<file path="src/rtl/fifo_rr_arbiter_defs.vh">
// Shared definitions for the fifo_rr_arbiter slice: state encodings and clog2.
`ifndef FIFO_RR_ARBITER_DEFS_VH
`define FIFO_RR_ARBITER_DEFS_VH

typedef enum logic {
   ST_IDLE  = 1'b0,
   ST_GRANT = 1'b1
} state_e;

function automatic int clog2(input int n);
   int res;
   res = 0;
   for (int i = 0; i < 31; i++) begin
      if ((1 << i) < n) res = i + 1;
   end
   return res;
endfunction

`endif

</file>
<file path="src/rtl/fifo_rr_arbiter_pkg.sv">
// Package for the round-robin FIFO write-port arbiter; wraps the shared defs include.
package fifo_rr_arbiter_pkg;
`include "fifo_rr_arbiter_defs.vh"
endpackage

</file>
<file path="src/rtl/fifo_rr_arbiter_rr_pick.sv">
// rr_pick: combinational round-robin picker, first requester at or after start,
// optionally skipping one excluded index.
module rr_pick
   import fifo_rr_arbiter_pkg::*;
#(
   parameter int NREQ = 4,
   parameter int ID_W = clog2(NREQ)
) (
   input  logic [NREQ-1:0] req,
   input  logic [ID_W-1:0] start,
   input  logic            exclude_en,
   input  logic [ID_W-1:0] exclude_id,
   output logic            found,
   output logic [ID_W-1:0] winner
);

   always_comb begin
      int idx;
      logic [ID_W-1:0] idx_id;
      found  = 1'b0;
      winner = '0;
      idx    = 0;
      idx_id = '0;
      for (int k = 0; k < NREQ; k++) begin
         idx = int'(start) + k;
         if (idx >= NREQ) idx = idx - NREQ;
         idx_id = ID_W'(idx);
         if (!found && req[idx_id] && !(exclude_en && (idx_id == exclude_id))) begin
            found  = 1'b1;
            winner = idx_id;
         end
      end
   end

endmodule

</file>
<file path="src/rtl/fifo_rr_arbiter.sv">
// Round-robin arbiter sharing one FIFO write port among NREQ producers in bursts.
// Optional counters stall_cycles/grant_count enabled by FIFO_RR_ARBITER_STATS_EN.
module fifo_rr_arbiter
   import fifo_rr_arbiter_pkg::*;
#(
   parameter int  WIDTH     = 32,
   parameter int  NREQ      = 4,
   parameter int  BURST_LEN = 4,
   localparam int ID_W      = clog2(NREQ)
) (
   input  logic                  clk,
   input  logic                  reset,
   input  logic [NREQ-1:0]       req_valid,
   input  logic [NREQ*WIDTH-1:0] req_data,
   output logic [NREQ-1:0]       req_ready,
   output logic                  fifo_we,
   output logic [WIDTH-1:0]      fifo_din,
   input  logic                  fifo_full,
   output logic [ID_W-1:0]       grant_id,
   output logic                  busy
`ifdef FIFO_RR_ARBITER_STATS_EN
   ,
   output logic [31:0]           stall_cycles,
   output logic [31:0]           grant_count
`endif
);

   localparam int CNT_W = clog2(BURST_LEN + 1);
   localparam logic [CNT_W-1:0] BEAT_LAST = CNT_W'(BURST_LEN - 1);

   state_e          state_q, state_d;
   logic [ID_W-1:0] grant_id_q, grant_id_d;
   logic [ID_W-1:0] last_q, last_d;
   logic [CNT_W-1:0] beat_cnt_q, beat_cnt_d;

   logic            in_grant, g_valid, beat, release_now, load;
   logic            pick_found;
   logic [ID_W-1:0] pick_winner, pick_start;

   assign in_grant = (state_q == ST_GRANT);
   assign g_valid  = req_valid[grant_id_q];
   assign beat     = in_grant && g_valid && !fifo_full;
   assign busy     = in_grant;
   assign grant_id = grant_id_q;

   // The pointer always names the last winner, so one picker start serves IDLE and release.
   assign pick_start = (last_q == ID_W'(NREQ - 1)) ? '0 : last_q + ID_W'(1);

   rr_pick #(.NREQ(NREQ), .ID_W(ID_W)) u_pick (
      .req        (req_valid),
      .start      (pick_start),
      .exclude_en (in_grant && !g_valid),
      .exclude_id (grant_id_q),
      .found      (pick_found),
      .winner     (pick_winner)
   );

   assign release_now = in_grant && (!g_valid || (beat && (beat_cnt_q == BEAT_LAST)));

   always_comb begin
      state_d    = state_q;
      grant_id_d = grant_id_q;
      last_d     = last_q;
      beat_cnt_d = beat_cnt_q;
      req_ready  = '0;
      fifo_we    = 1'b0;
      fifo_din   = req_data[grant_id_q*WIDTH +: WIDTH];
      load       = 1'b0;
      case (state_q)
         ST_IDLE: begin
            if (pick_found) load = 1'b1;
         end
         ST_GRANT: begin
            req_ready[grant_id_q] = !fifo_full;
            fifo_we               = beat;
            if (beat) beat_cnt_d = beat_cnt_q + CNT_W'(1);
            if (release_now) begin
               if (pick_found) begin
                  load = 1'b1;
               end else begin
                  state_d    = ST_IDLE;
                  beat_cnt_d = '0;
               end
            end
         end
         default: state_d = ST_IDLE;
      endcase
      if (load) begin
         state_d    = ST_GRANT;
         grant_id_d = pick_winner;
         last_d     = pick_winner;
         beat_cnt_d = '0;
      end
   end

   always_ff @(posedge clk or posedge reset) begin
      if (reset) begin
         state_q    <= ST_IDLE;
         grant_id_q <= '0;
         last_q     <= ID_W'(NREQ - 1);
         beat_cnt_q <= '0;
      end else begin
         state_q    <= state_d;
         grant_id_q <= grant_id_d;
         last_q     <= last_d;
         beat_cnt_q <= beat_cnt_d;
      end
   end

`ifdef FIFO_RR_ARBITER_STATS_EN
   function automatic logic [31:0] sat_inc(input logic [31:0] v);
      return (v == 32'hFFFF_FFFF) ? v : v + 32'd1;
   endfunction

   logic [31:0] stall_cycles_q, stall_cycles_d;
   logic [31:0] grant_count_q, grant_count_d;

   always_comb begin
      stall_cycles_d = stall_cycles_q;
      grant_count_d  = grant_count_q;
      if (in_grant && g_valid && fifo_full) stall_cycles_d = sat_inc(stall_cycles_q);
      if (load) grant_count_d = sat_inc(grant_count_q);
   end

   always_ff @(posedge clk or posedge reset) begin
      if (reset) begin
         stall_cycles_q <= '0;
         grant_count_q  <= '0;
      end else begin
         stall_cycles_q <= stall_cycles_d;
         grant_count_q  <= grant_count_d;
      end
   end

   assign stall_cycles = stall_cycles_q;
   assign grant_count  = grant_count_q;
`endif

endmodule

</file>
<file path="config.mk">
export PLATFORM = sky130hd
export DESIGN_NAME = fifo_rr_arbiter
export DESIGN_NICKNAME = d
export VERILOG_FILES = /design/src/rtl/fifo_rr_arbiter_pkg.sv /design/src/rtl/fifo_rr_arbiter_rr_pick.sv /design/src/rtl/fifo_rr_arbiter.sv
export VERILOG_INCLUDE_DIRS = /design/src /design/src/rtl
export SDC_FILE = /design/constraint.sdc
export NUM_CORES = 1
export LEC_CHECK = 0
export CAP_MARGIN = 0
export CORE_MARGIN = 5
export CORE_UTILIZATION = 29
export CTS_CLUSTER_SIZE = 14
export DETAILED_ROUTE_END_ITERATION = 6
export PLACE_DENSITY = 0.89
export REMOVE_ABC_BUFFERS = 1
export SLEW_MARGIN = 15
export SYNTH_ARGS = -nofsm -noshare
export SYNTH_HDL_FRONTEND = slang
export SYNTH_SLANG_ARGS = --single-unit
</file>
<file path="constraint.sdc">
create_clock -name clk -period 3.2 [get_ports clk]
set_clock_uncertainty 0.15 [all_clocks]
set_input_delay 0.48 -clock clk [delete_from_list [all_inputs] [get_ports clk]]
set_output_delay 0.48 -clock clk [all_outputs]
set_load 0.03 [all_outputs]
</file>
==> results of run 1 <==
flip-flops by register name, summed over array words and instances, names as in the netlist:
signal and cells:
beat_cnt_q 3, last_q 2, busy 1, grant_id 2
where the power goes:
part | leakage (nW) | total (mW) | switching [mW] | internal [mW]
clock network | 0.0216 | 0.119 | 0.0373 | 0.0813
logic | 1.16 | 2.59 | 1.31 | 1.29
registers | 0.0918 | 0.296 | 0.136 | 0.160
cell usage in the layout (no fill, tap or decap), types with 4 or more instances in the layout:
cell and instances:
sky130_fd_sc_hd__buf_4 4, sky130_fd_sc_hd__clkdlybuf4s50_1 174, sky130_fd_sc_hd__nor2_1 8, sky130_fd_sc_hd__dfrtp_1 4
sky130_fd_sc_hd__nand2_1 8, sky130_fd_sc_hd__nand2b_1 4, sky130_fd_sc_hd__mux4_2 32, sky130_fd_sc_hd__a21oi_1 10
sky130_fd_sc_hd__mux2_2 5
logic make-up (layout without fill, tap and decap cells):
family                   after synthesis  after routing
multiplexers                          41             41
AND/OR/NAND/NOR                       39             39
AO/OA/AOI/OAI                         30             30
buffers and inverters                 17            186
flip-flops                             8              8
adder cells (fa/ha/maj)                3              3
XOR/XNOR                               3              3
routing by layer:
metal	vias up	track usage [%]	routed length, um
li1	924	-	-
met1	993	23.3	2930
met2	96	42.5	4410
met3	4	3.73	476
met4	0	3.45	61
met5	-	0	0
how the worst max path moves through the flow:
stage                              endpoint  slack (ps)  cells past startpoint
finish                              fifo_we         190                      4
global route                        fifo_we         100                      4
CTS                                 fifo_we         160                      4
detailed placement                  fifo_we         240                      5
global placement                    fifo_we         270                      5
floorplan           grant_id[1]$_DFFE_PP0P_        -270                      6
critical path: stages, from the launching register on:
cell	delay (ps)
sky130_fd_sc_hd__dfrtp_2	610
sky130_fd_sc_hd__mux2_2	430
sky130_fd_sc_hd__mux2_2	300
sky130_fd_sc_hd__and2_1	200
sky130_fd_sc_hd__clkdlybuf4s50_1	600
layout make-up:
cell class / count / area, um2
fillers: 449 / 1960
repair buffers: 180 / 1810
multi-input cells: 116 / 1320
flip-flops and latches: 8 / 205
well taps: 72 / 90.1
clock buffers: 3 / 41.3
inverters: 3 / 11.3
==> results.md, run 1 <==
* Run status: complete, no violations
* Worst-path fanout max at 13
* Portion of the clock cycle consumed by the worst path in the final layout at 94.0%
* Count of H-tree levels built during CTS at 1
* Clock tree from TritonCTS: done
* Share of synthesized registers carrying an async set or reset at 100%
* Average cell area after synthesis at 11.4 um2
* Cell depth of the worst flop-to-flop path at 7
* Leading cell type by number of instances after synthesis: sky130_fd_sc_hd__mux4_2
* Peak supply drop at 0.511 mV
* Fraction of the mapped netlist area in simple logic gates at 12.8%
* Pwr/cell area at 866 nW/um2
* Element type at the critical path start: flip-flop
* Maximum clock rate at 333 MHz
* Share of synthesized area occupied by flip-flops and latches at 12.6%
* Unrepaired setup endpoints after global routing: false
* Number of buffers added to fix hold violations after cts at 0
* Fraction of the mapped netlist area in compound gates at 13.9%
* Num Clock Sinks at 8
* Number of antenna violations at the first check in global routing at 0
* Setup violators final at 0
* Placeable Area at 5440 um2
* DIE WIDTH at 84.5 um
* Clock latency on the worst-skew pair at 220 ps
* Final Critical Period at 3010 ps
* Synthesis warning total at 0
* Arrival time worst endpoint at 2380 ps
* Clock-pin transition on the worst setup and hold timing paths at 40 ps
* Root cell of the clock tree: sky130_fd_sc_hd__clkbuf_8
* # Max-Cap Violations at 0
* Number of DRC violations after detailed-routing iteration 0 at 63
* Slack of the worst reg-to-reg path at 430 ps
* Global placer's final weighted congestion at 0.898
* Primary flip-flop cell chosen by synthesis mapping: sky130_fd_sc_hd__dfrtp_1
* Total detailed-routing wirelength at 7870 um
* Via count at 2017
* Fraction of the mapped netlist area in adder cells at 2.33%
* Total routing resource utilization after global routing at 21.2%
* Synthesized area at 1610 um2
* Main combinational cell family by area after synthesis: multiplexers
* Post-route DRC violation count at 0
* CTS max path bufs at 2
* Synth top area share at 44.8%
* CTS buffer count at 3
* Global-route wire length before repair at 11900 um
* I/O pin cnt at 175
* Number of global-route vias before repair at 2231
* Power Total at 3.01 mW
* XOR/XNOR share of the synthesized area at 1.63%
* Number of distinct library cell variants in the gate-level netlist after synthesis at 42
* Final-report hold violation count at 0
* Residual overflow from global routing at 0
* Worst slew margin relative to its limit at 69.6%
* Synth Instances at 141
* Area contributors post-synth: sky130_fd_sc_hd__mux4_2 45%, sky130_fd_sc_hd__dfrtp_1 9.3%, sky130_fd_sc_hd__mux2_2 3.5%, sky130_fd_sc_hd__dfstp_2 3.3%, sky130_fd_sc_hd__a21oi_1 3.1%
* Fraction of synthesized area in multiplexers at 51.1%
* Largest net degree at the start of global routing at 31
* Number of flip-flops and latches in the synthesized netlist at 8
* Utilization after layout at 63.9%
* DP Worst Slack at 235 ps
* Biggest area consumer among synthesized cells: sky130_fd_sc_hd__mux4_2
* Die area at 7130 um2
* Final slew viol count at 0
* Share of final-layout standard cells stronger than drive strength 1 at 17.1%
* Setup Crit Path Kind: flip-flop to primary output
* Die Span Y at 84.5 um
* Post-detailed-placement cell area at 3430 um2
* Antenna-violating nets left at 0
* Final routed wire length divided by cell count at 20.6 um
* PnR worst setup slack at 193 ps
* Final Instance Area at 3470 um2
* Nature of the critical path endpoint: primary output
* Antenna diode instance count at 0
* Detailed Place HPWL at 6910 um
* Critical Path Source: grant_id[0]$_DFFE_PP0P_
* Minimum hold slack at 353 ps
* CTS-repair resized insts at 0
* Required time at the endpoint of the critical path at 2570 ps
* Leading cell types by count after synthesis: 32 x sky130_fd_sc_hd__mux4_2, 10 x sky130_fd_sc_hd__a21oi_1, 8 x sky130_fd_sc_hd__nand2_1, 8 x sky130_fd_sc_hd__nor2_1
* Crit Reg-Reg Startpoint: last_q[1]$_DFFE_PP1P_
* Initial cell density of the core at 29.6%
* Leakage power of the design at 1.28 nW
* Number of port buffers at 174
* Post-CTS setup repair buffer count at 0
* Layout Cells excl Fill at 382
* Post-placement cell count at 379
* Aggregate negative setup slack at 0 ps
* Number of iterations in the first detailed-routing pass at 4
* Number of enable flip-flop cells after synthesis at 0
* Worst slew pin tran at 455 ps
* Vias per cell at 5.28
* Row count at 27
* Syn-to-layout area delta at 116%
* Layout net count at 450
* Hold crit path type: primary input to async pin
* End of the worst register-to-register path: grant_id[1]$_DFFE_PP0P_
No activity file was read; power rests on OpenSTA's default activity.
==> inputs of run 2 (changes only) <==
--- a/config.mk
+++ b/config.mk
@@ -7,11 +7,11 @@
 export NUM_CORES = 1
 export LEC_CHECK = 0
 export CAP_MARGIN = 0
-export CORE_MARGIN = 5
 export CORE_UTILIZATION = 29
 export CTS_CLUSTER_SIZE = 14
 export DETAILED_ROUTE_END_ITERATION = 6
 export PLACE_DENSITY = 0.89
+export RECOVER_POWER = 100
 export REMOVE_ABC_BUFFERS = 1
 export SLEW_MARGIN = 15
 export SYNTH_ARGS = -nofsm -noshare
==> run 2 against run 1 <==
  * Clock-buffer cell count up 1
  * Core utilization grew 2.1 points
  * Die area fell by 18%
  * Worst setup slack got worse by 9.6 ps
  * Critical path depth up 1
  * Clock power up 10%
  * First-iteration DRC count shrank 9.5%
  * Final cell count down 0.52%
  * Non-clock buffer count decreased by 1
  * Hold slack improved by 19 ps
  * Register-to-register slack got worse by 110 ps
  * Sequential share of layout area about the same
  * Largest cell class unchanged
==> results.md, run 2 (same netlist as run 1, synthesis figures left out) <==
* Run status: complete, no violations (unchanged)
* Slack of the worst reg-to-reg path at 320 ps (was 430 ps)
* Vias per cell at 5.27 (was 5.28)
* Clock tree from TritonCTS: done (unchanged)
* Most frequent standard cell in the layout excluding fill and tap cells: sky130_fd_sc_hd__clkdlybuf4s50_1 (unchanged)
* Global placer's final weighted congestion at 0.897 (was 0.898)
* Nature of the critical path endpoint: primary output (unchanged)
* Post-detailed-placement cell area at 3410 um2 (was 3430 um2)
* Count of filler cells inserted in the layout at 427 (was 449)
* Clk pwr share at 4.5% (was 3.9%)
* Clock-pin transition on the worst setup and hold timing paths at 50 ps (was 40 ps)
* Flip-flop and latch area at 205 um2 (unchanged)
* Worst slew pin tran at 458 ps (was 455 ps)
* Hold crit path type: flip-flop to flip-flop (was primary input to async pin)
* Total routing resource utilization after global routing at 25.1% (was 21.2%)
* Clock latency on the worst-skew pair at 230 ps (was 220 ps)
* Number of flip-flops in the largest register at 3 (unchanged)
* Flop pwr share at 8.9% (was 9.8%)
* Final-report hold violation count at 0 (unchanged)
* Post-CTS setup repair buffer count at 0 (unchanged)
* Crit path cell chain: clkdlybuf4s50_1 > mux2_4 > mux2_2 > and2_1 > clkdlybuf4s50_1 (was mux2_2 > mux2_2 > and2_1 > clkdlybuf4s50_1)
* Antenna-violating nets left at 0 (unchanged)
* Residual overflow from global routing at 0 (unchanged)
* Power Total at 2.94 mW (was 3.01 mW)
* Utilization after layout at 66.0% (was 63.9%)
* Commonest non-fill, non-tap cells in the layout: 152 x sky130_fd_sc_hd__clkdlybuf4s50_1, 32 x sky130_fd_sc_hd__mux4_2, 22 x sky130_fd_sc_hd__dlygate4sd3_1, 10 x sky130_fd_sc_hd__a21oi_1 (was 174 x sky130_fd_sc_hd__clkdlybuf4s50_1, 32 x sky130_fd_sc_hd__mux4_2, 10 x sky130_fd_sc_hd__a21oi_1, 8 x sky130_fd_sc_hd__nor2_1, 8 x sky130_fd_sc_hd__nand2_1)
* Number of antenna violations at the first check in global routing at 0 (unchanged)
* Required time at the endpoint of the critical path at 2570 ps (about the same)
* Net load switching power at 1.47 mW (was 1.48 mW)
* Worst-path fanout max at 6 (was 13)
* Portion of the clock cycle consumed by the worst path in the final layout at 94.3% (was 94.0%)
* Fraction of power consumed by combinational cells at 86.7% (was 86.2%)
* Share of final-layout standard cells stronger than drive strength 1 at 16.1% (was 17.1%)
* Detailed Place HPWL at 6460 um (was 6910 um)
* End of the worst register-to-register path: grant_id[1]$_DFFE_PP0P_ (unchanged)
* Number of buffers added to fix hold violations after cts at 0 (unchanged)
* Die Span Y at 76.5 um (was 84.5 um)
* Total detailed-routing wirelength at 7460 um (was 7870 um)
* Initial cell density of the core at 30.7% (was 29.6%)
* # Max-Cap Violations at 0 (unchanged)
* Worst stage delay on the critical path at 600 ps (was 610 ps)
* Layout net count at 449 (was 450)
* Most prevalent standard cell on the critical path: sky130_fd_sc_hd__clkdlybuf4s50_1 (was sky130_fd_sc_hd__mux2_2)
* Standard cell with the maximum stage delay on the critical path: sky130_fd_sc_hd__clkdlybuf4s50_1 (was sky130_fd_sc_hd__dfrtp_2)
* Root cell of the clock tree: sky130_fd_sc_hd__clkbuf_8 (unchanged)
* Minimum hold slack at 373 ps (was 353 ps)
* Setup violators final at 0 (unchanged)
* Row count at 26 (was 27)
* Largest net degree at the start of global routing at 33 (was 31)
* Area of the multi-input gates at 1320 um2 (unchanged)
* Peak supply drop at 0.496 mV (was 0.511 mV)
* Worst slew margin relative to its limit at 69.5% (was 69.6%)
* Antenna diode instance count at 0 (unchanged)
* Element type at the critical path start: primary input (was flip-flop)
* Startpoint of the lowest-slack hold path: beat_cnt_q[1]$_DFFE_PP0P_
* Die area at 5850 um2 (was 7130 um2)
* Largest delay share family, worst path: buffers and inverters (was multiplexers)
* Final routed wire length divided by cell count at 19.6 um (was 20.6 um)
* Number of port buffers at 174 (unchanged)
* Num Clock Sinks at 8 (unchanged)
* Placeable Area at 5240 um2 (was 5440 um2)
* Final Critical Period at 3020 ps (was 3010 ps)
* CTS-repair resized insts at 0 (unchanged)
* Number of global-route vias before repair at 2039 (was 2231)
* CTS max path bufs at 2 (unchanged)
* I/O pin cnt at 175 (unchanged)
* Leakage power of the design at 1.28 nW (about the same)
* WP buf/inv at 2 (was 1)
* Final Instance Area at 3460 um2 (was 3470 um2)
* Terminating pin of the worst hold path: beat_cnt_q[1]$_DFFE_PP0P_
* Post-route DRC violation count at 0 (unchanged)
* Layout Cells excl Fill at 380 (was 382)
* Register containing the most flip-flops in the final layout: beat_cnt_q (unchanged)
* Pwr/cell area at 852 nW/um2 (was 866 nW/um2)
* Global-route wire length before repair at 11100 um (was 11900 um)
* Crit Reg-Reg Startpoint: last_q[1]$_DFFE_PP1P_ (unchanged)
* Number of iterations in the first detailed-routing pass at 4 (unchanged)
* DIE WIDTH at 76.5 um (was 84.5 um)
* Maximum clock rate at 331 MHz (was 333 MHz)
* Unrepaired setup endpoints after global routing: false (unchanged)
* Arrival time worst endpoint at 2390 ps (was 2380 ps)
* Post-placement cell count at 376 (was 379)
* Switching part of the total at 50.1% (was 49.2%)
* CTS buffer count at 3 (unchanged)
* Cell depth of the worst flop-to-flop path at 7 (unchanged)
* Syn-to-layout area delta at 115% (was 116%)
* Number of instances on the worst hold path at 1
* Final slew viol count at 0 (unchanged)
* Internal Power at 1.47 mW (was 1.53 mW)
* Number of DRC violations after detailed-routing iteration 0 at 57 (was 63)
* Setup Crit Path Kind: primary input to primary output (was flip-flop to primary output)
* Count of H-tree levels built during CTS at 1 (unchanged)
* Via count at 2001 (was 2017)
-- run 2: metrics by stage --
stage,worst slack [ps],setup TNS (ps)
6_report,183,0
5_1_grt,80.4,0
4_1_cts,191,0
3_5_place_dp,203,0
3_3_place_gp,208,0
2_1_floorplan,-271,-1930
-- run 2: layout make-up --
cell class              count  share of cell area [%]
repair buffers            179                    51.8
multi-input cells         116                    38.1
well taps                  70                    2.53
inverters                   3                   0.326
clock buffers               4                    1.30
flip-flops and latches      8                    5.94
-- run 2: power groups by stage --
| stage | clock network, mW | registers [mW] | logic [mW] |
|---|---|---|---|
| finish | 0.131 | 0.261 | 2.55 |
| global route | 0.144 | 0.270 | 2.70 |
| CTS | 0.136 | 0.263 | 2.62 |
| detailed placement | 0 | 0.264 | 2.61 |
| global placement | 0 | 0.260 | 2.58 |
| floorplan | 0 | 0.394 | 1.55 |
-- run 2: worst max-delay path by stage --
stage	startpoint	end	slack [ps]	cells after the start
6_report	req_valid[3]	fifo_we	180	5
5_1_grt	grant_id[0]$_DFFE_PP0P_	fifo_din[29]	80	3
4_1_cts	req_valid[3]	fifo_we	190	5
3_5_place_dp	req_valid[2]	fifo_we	200	5
3_3_place_gp	req_valid[2]	fifo_we	210	5
2_1_floorplan	grant_id[0]$_DFFE_PP0P_	grant_id[1]$_DFFE_PP0P_	-270	6
-- run 2: worst reg2reg max path, stage by stage (launching register included) --
cell and delay (ps):
sky130_fd_sc_hd__dfstp_1 660, sky130_fd_sc_hd__ha_1 460, sky130_fd_sc_hd__mux2_1 430, sky130_fd_sc_hd__mux2i_1 230
sky130_fd_sc_hd__a31oi_1 80, sky130_fd_sc_hd__or3_1 460, sky130_fd_sc_hd__o2111a_1 200, sky130_fd_sc_hd__a21oi_1 140
-- run 2: per-layer routing --
layer / vias up / global-route usage, % / share of wire, %
met5: - / 0 / 0
met2: 102 / 44.0 / 49
li1: 924 / - / -
met3: 6 / 12.8 / 12
met1: 969 / 27.1 / 37
met4: 0 / 4.62 / 1.1
==> inputs of run 3 (changes only) <==
==> constraint.sdc (replaced) <==
create_clock -name clk -period 2.85 [get_ports clk]
set_clock_uncertainty 0.15 [all_clocks]
set_input_delay 0.4275 -clock clk [delete_from_list [all_inputs] [get_ports clk]]
set_output_delay 0.4275 -clock clk [all_outputs]
set_load 0.03 [all_outputs]
==> run 3 against run 2 <==
  * Combinational power up 16%
  * Clock-buffer cell count down 1
  * Global-route usage grew 1.0 points
  * Via count is 2.8% higher
  * Clock power is essentially flat
  * Sequential power increased by 7%
  * Core utilization rose by 1.9 points
==> results.md, run 3 (same netlist as run 1, synthesis figures left out) <==
* Post-route DRC violation count at 0 (unchanged)
* Worst-path fanout max at 2 (was 6)
* Antenna-violating nets left at 0 (unchanged)
* PnR worst setup slack at 48.1 ps (was 183 ps)
* Minimum hold slack at 365 ps (was 373 ps)
* CTS buffer count at 3 (unchanged)
* Element type at the critical path start: primary input (unchanged)
* Worst slew pin tran at 459 ps (was 458 ps)
* Layout net count at 459 (was 449)
* Setup Crit Path Kind: primary input to primary output (unchanged)
* Count of H-tree levels built during CTS at 1 (unchanged)
* Maximum clock rate at 357 MHz
* Num Clock Sinks at 8 (unchanged)
* Register containing the most flip-flops in the final layout: beat_cnt_q (unchanged)
* Utilization after layout at 67.9% (was 66.0%)
* Nature of the critical path endpoint: primary output (unchanged)
* Setup violators final at 0 (unchanged)
* Net load switching power at 1.66 mW (was 1.47 mW)
* Final slew viol count at 0 (unchanged)
* Total routing resource utilization after global routing at 26.1% (was 25.1%)
* Flip-flop and latch area at 205 um2 (unchanged)
* Global-route wire length before repair at 11700 um (was 11100 um)
* Fraction of power consumed by combinational cells at 87.8% (was 86.7%)
* Final Critical Period at 2800 ps
* Number of port buffers at 174 (unchanged)
* Vias per cell at 5.28 (was 5.27)
* Final routed wire length divided by cell count at 19.3 um (was 19.6 um)
* Clock latency on the worst-skew pair at 230 ps (about the same)
* # Max-Cap Violations at 0 (unchanged)
* Die Span Y at 76.5 um (unchanged)
* Total detailed-routing wirelength at 7540 um (was 7460 um)
* Peak supply drop at 0.535 mV (was 0.496 mV)
* Placeable Area at 5240 um2 (unchanged)
* Share of final-layout standard cells stronger than drive strength 1 at 19.1% (was 16.1%)
* Crit path cell chain: clkdlybuf4s50_1 > mux2_4 > mux2_2 > and2_1 > clkdlybuf4s50_1 (unchanged)
* Portion of the clock cycle consumed by the worst path in the final layout at 98.3%
* CTS max path bufs at 2 (unchanged)
* Largest net degree at the start of global routing at 26 (was 33)
* Arrival time worst endpoint at 2220 ps (was 2390 ps)
* Number of antenna violations at the first check in global routing at 1 (was 0)
* Via count at 2058 (was 2001)
* Most prevalent standard cell on the critical path: sky130_fd_sc_hd__clkdlybuf4s50_1 (unchanged)
* Detailed Place HPWL at 6650 um (was 6460 um)
* Commonest non-fill, non-tap cells in the layout: 134 x sky130_fd_sc_hd__clkdlybuf4s50_1, 40 x sky130_fd_sc_hd__dlygate4sd3_1, 32 x sky130_fd_sc_hd__mux4_2, 12 x sky130_fd_sc_hd__buf_4, 10 x sky130_fd_sc_hd__a21oi_1 (was 152 x sky130_fd_sc_hd__clkdlybuf4s50_1, 32 x sky130_fd_sc_hd__mux4_2, 22 x sky130_fd_sc_hd__dlygate4sd3_1, 10 x sky130_fd_sc_hd__a21oi_1)
* Row count at 26 (unchanged)
* Hold crit path type: flip-flop to flip-flop (unchanged)
* Initial cell density of the core at 30.7% (unchanged)
* Number of global-route vias before repair at 2160 (was 2039)
* Flop pwr share at 8.3% (was 8.9%)
* Die area at 5850 um2 (unchanged)
* Syn-to-layout area delta at 121% (was 115%)
* Run status: complete, no violations (unchanged)
* Worst stage delay on the critical path at 600 ps (about the same)
* I/O pin cnt at 175 (unchanged)
* Clk pwr share at 3.9% (was 4.5%)
* DIE WIDTH at 76.5 um (unchanged)
* Clock tree from TritonCTS: done (unchanged)
* Most frequent standard cell in the layout excluding fill and tap cells: sky130_fd_sc_hd__clkdlybuf4s50_1 (unchanged)
* Largest delay share family, worst path: buffers and inverters (unchanged)
* WP buf/inv at 2 (unchanged)
* CTS-repair resized insts at 0 (unchanged)
* Unrepaired setup endpoints after global routing: false (unchanged)
* Standard cell with the maximum stage delay on the critical path: sky130_fd_sc_hd__clkdlybuf4s50_1 (unchanged)
* Pwr/cell area at 947 nW/um2 (was 852 nW/um2)
* Leakage power of the design at 1.34 nW (was 1.28 nW)
* Required time at the endpoint of the critical path at 2270 ps (was 2570 ps)
* Worst slew margin relative to its limit at 69.3% (was 69.5%)
* Count of filler cells inserted in the layout at 406 (was 427)
* Number of iterations in the first detailed-routing pass at 4 (unchanged)
* Switching part of the total at 49.3% (was 50.1%)
* Final-report hold violation count at 0 (unchanged)
* Root cell of the clock tree: sky130_fd_sc_hd__clkbuf_8 (unchanged)
* Number of flip-flops in the largest register at 3 (unchanged)
* Internal Power at 1.71 mW (was 1.47 mW)
* Area of the multi-input gates at 1320 um2 (unchanged)
* Residual overflow from global routing at 0 (unchanged)
* Number of DRC violations after detailed-routing iteration 0 at 130 (was 57)
* DP Worst Slack at 39.9 ps (was 203 ps)
* Global placer's final weighted congestion at 0.894 (was 0.897)
* Clock-pin transition on the worst setup and hold timing paths at 40 ps (was 50 ps)
==> run 3: worst paths after layout <==
kind,slack (ps),cells after the start,to,startpoint
setup / recovery,50,5,fifo_we,req_valid[2]
hold / removal,370,1,beat_cnt_q[1]$_DFFE_PP0P_,beat_cnt_q[1]$_DFFE_PP0P_
setup reg to reg,140,7,last_q[1]$_DFFE_PP1P_,last_q[1]$_DFFE_PP1P_
hold reg to reg,370,1,beat_cnt_q[1]$_DFFE_PP0P_,beat_cnt_q[1]$_DFFE_PP0P_
max in group asynchronous,1820,2,last_q[0]$_DFFE_PP1P_,reset
min in group asynchronous,440,2,beat_cnt_q[2]$_DFFE_PP0P_,reset
==> run 3: what timing repair did <==
action	4_1_cts	5_1_grt
setup buffers	0	2
hold buffers	0	0
hold endpoints to repair	0	0
setup endpoints to repair	0	1
==> run 3: layout make-up <==
| cell class | count | share of cell area (%) |
|---|---|---|
| timing repair buffer | 189 | 53.2 |
| multi-input combinational | 116 | 37.0 |
| sequential | 8 | 5.77 |
| tap | 70 | 2.46 |
| clock buffer | 3 | 1.16 |
| inverter | 3 | 0.317 |
| antenna | 1 | 0.0704 |
==> run 3: power by group through the flow <==
stage / sequential [mW] / clock, mW / combinational [mW]
2_1_floorplan: 0.442 / 0 / 1.75
3_3_place_gp: 0.289 / 0 / 3.00
3_5_place_dp: 0.292 / 0 / 3.05
4_1_cts: 0.291 / 0.134 / 3.06
5_1_grt: 0.290 / 0.144 / 3.13
6_report: 0.278 / 0.133 / 2.96
==> run 3: through the flow <==
step	power, mW	area, um2	instances	TNS [ps]
2_1_floorplan	2.19	1530	127	-12380
3_3_place_gp	3.29	3500	384	0
3_5_place_dp	3.34	3500	384	0
4_1_cts	3.48	3540	387	0
5_1_grt	3.57	3550	389	0
6_report	3.37	3550	390	0
==> run 3: worst reg2reg max path: cells and delay by family (launching register included) <==
kind,cells,cell delay [ps]
fa+ha+maj,1,370
flops,1,660
compound gates,3,440
simple gates,1,460
mux,2,560
==> run 3: metal layers <==
metal	GRT usage [%]	wire length [um]	part of all wire, %	vias to the layer above
met5	0	0	0	-
met4	4.04	116	1.5	0
met3	14.5	1120	15	14
met2	46.8	3760	50	146
met1	26.9	2540	34	955
li1	-	-	-	943
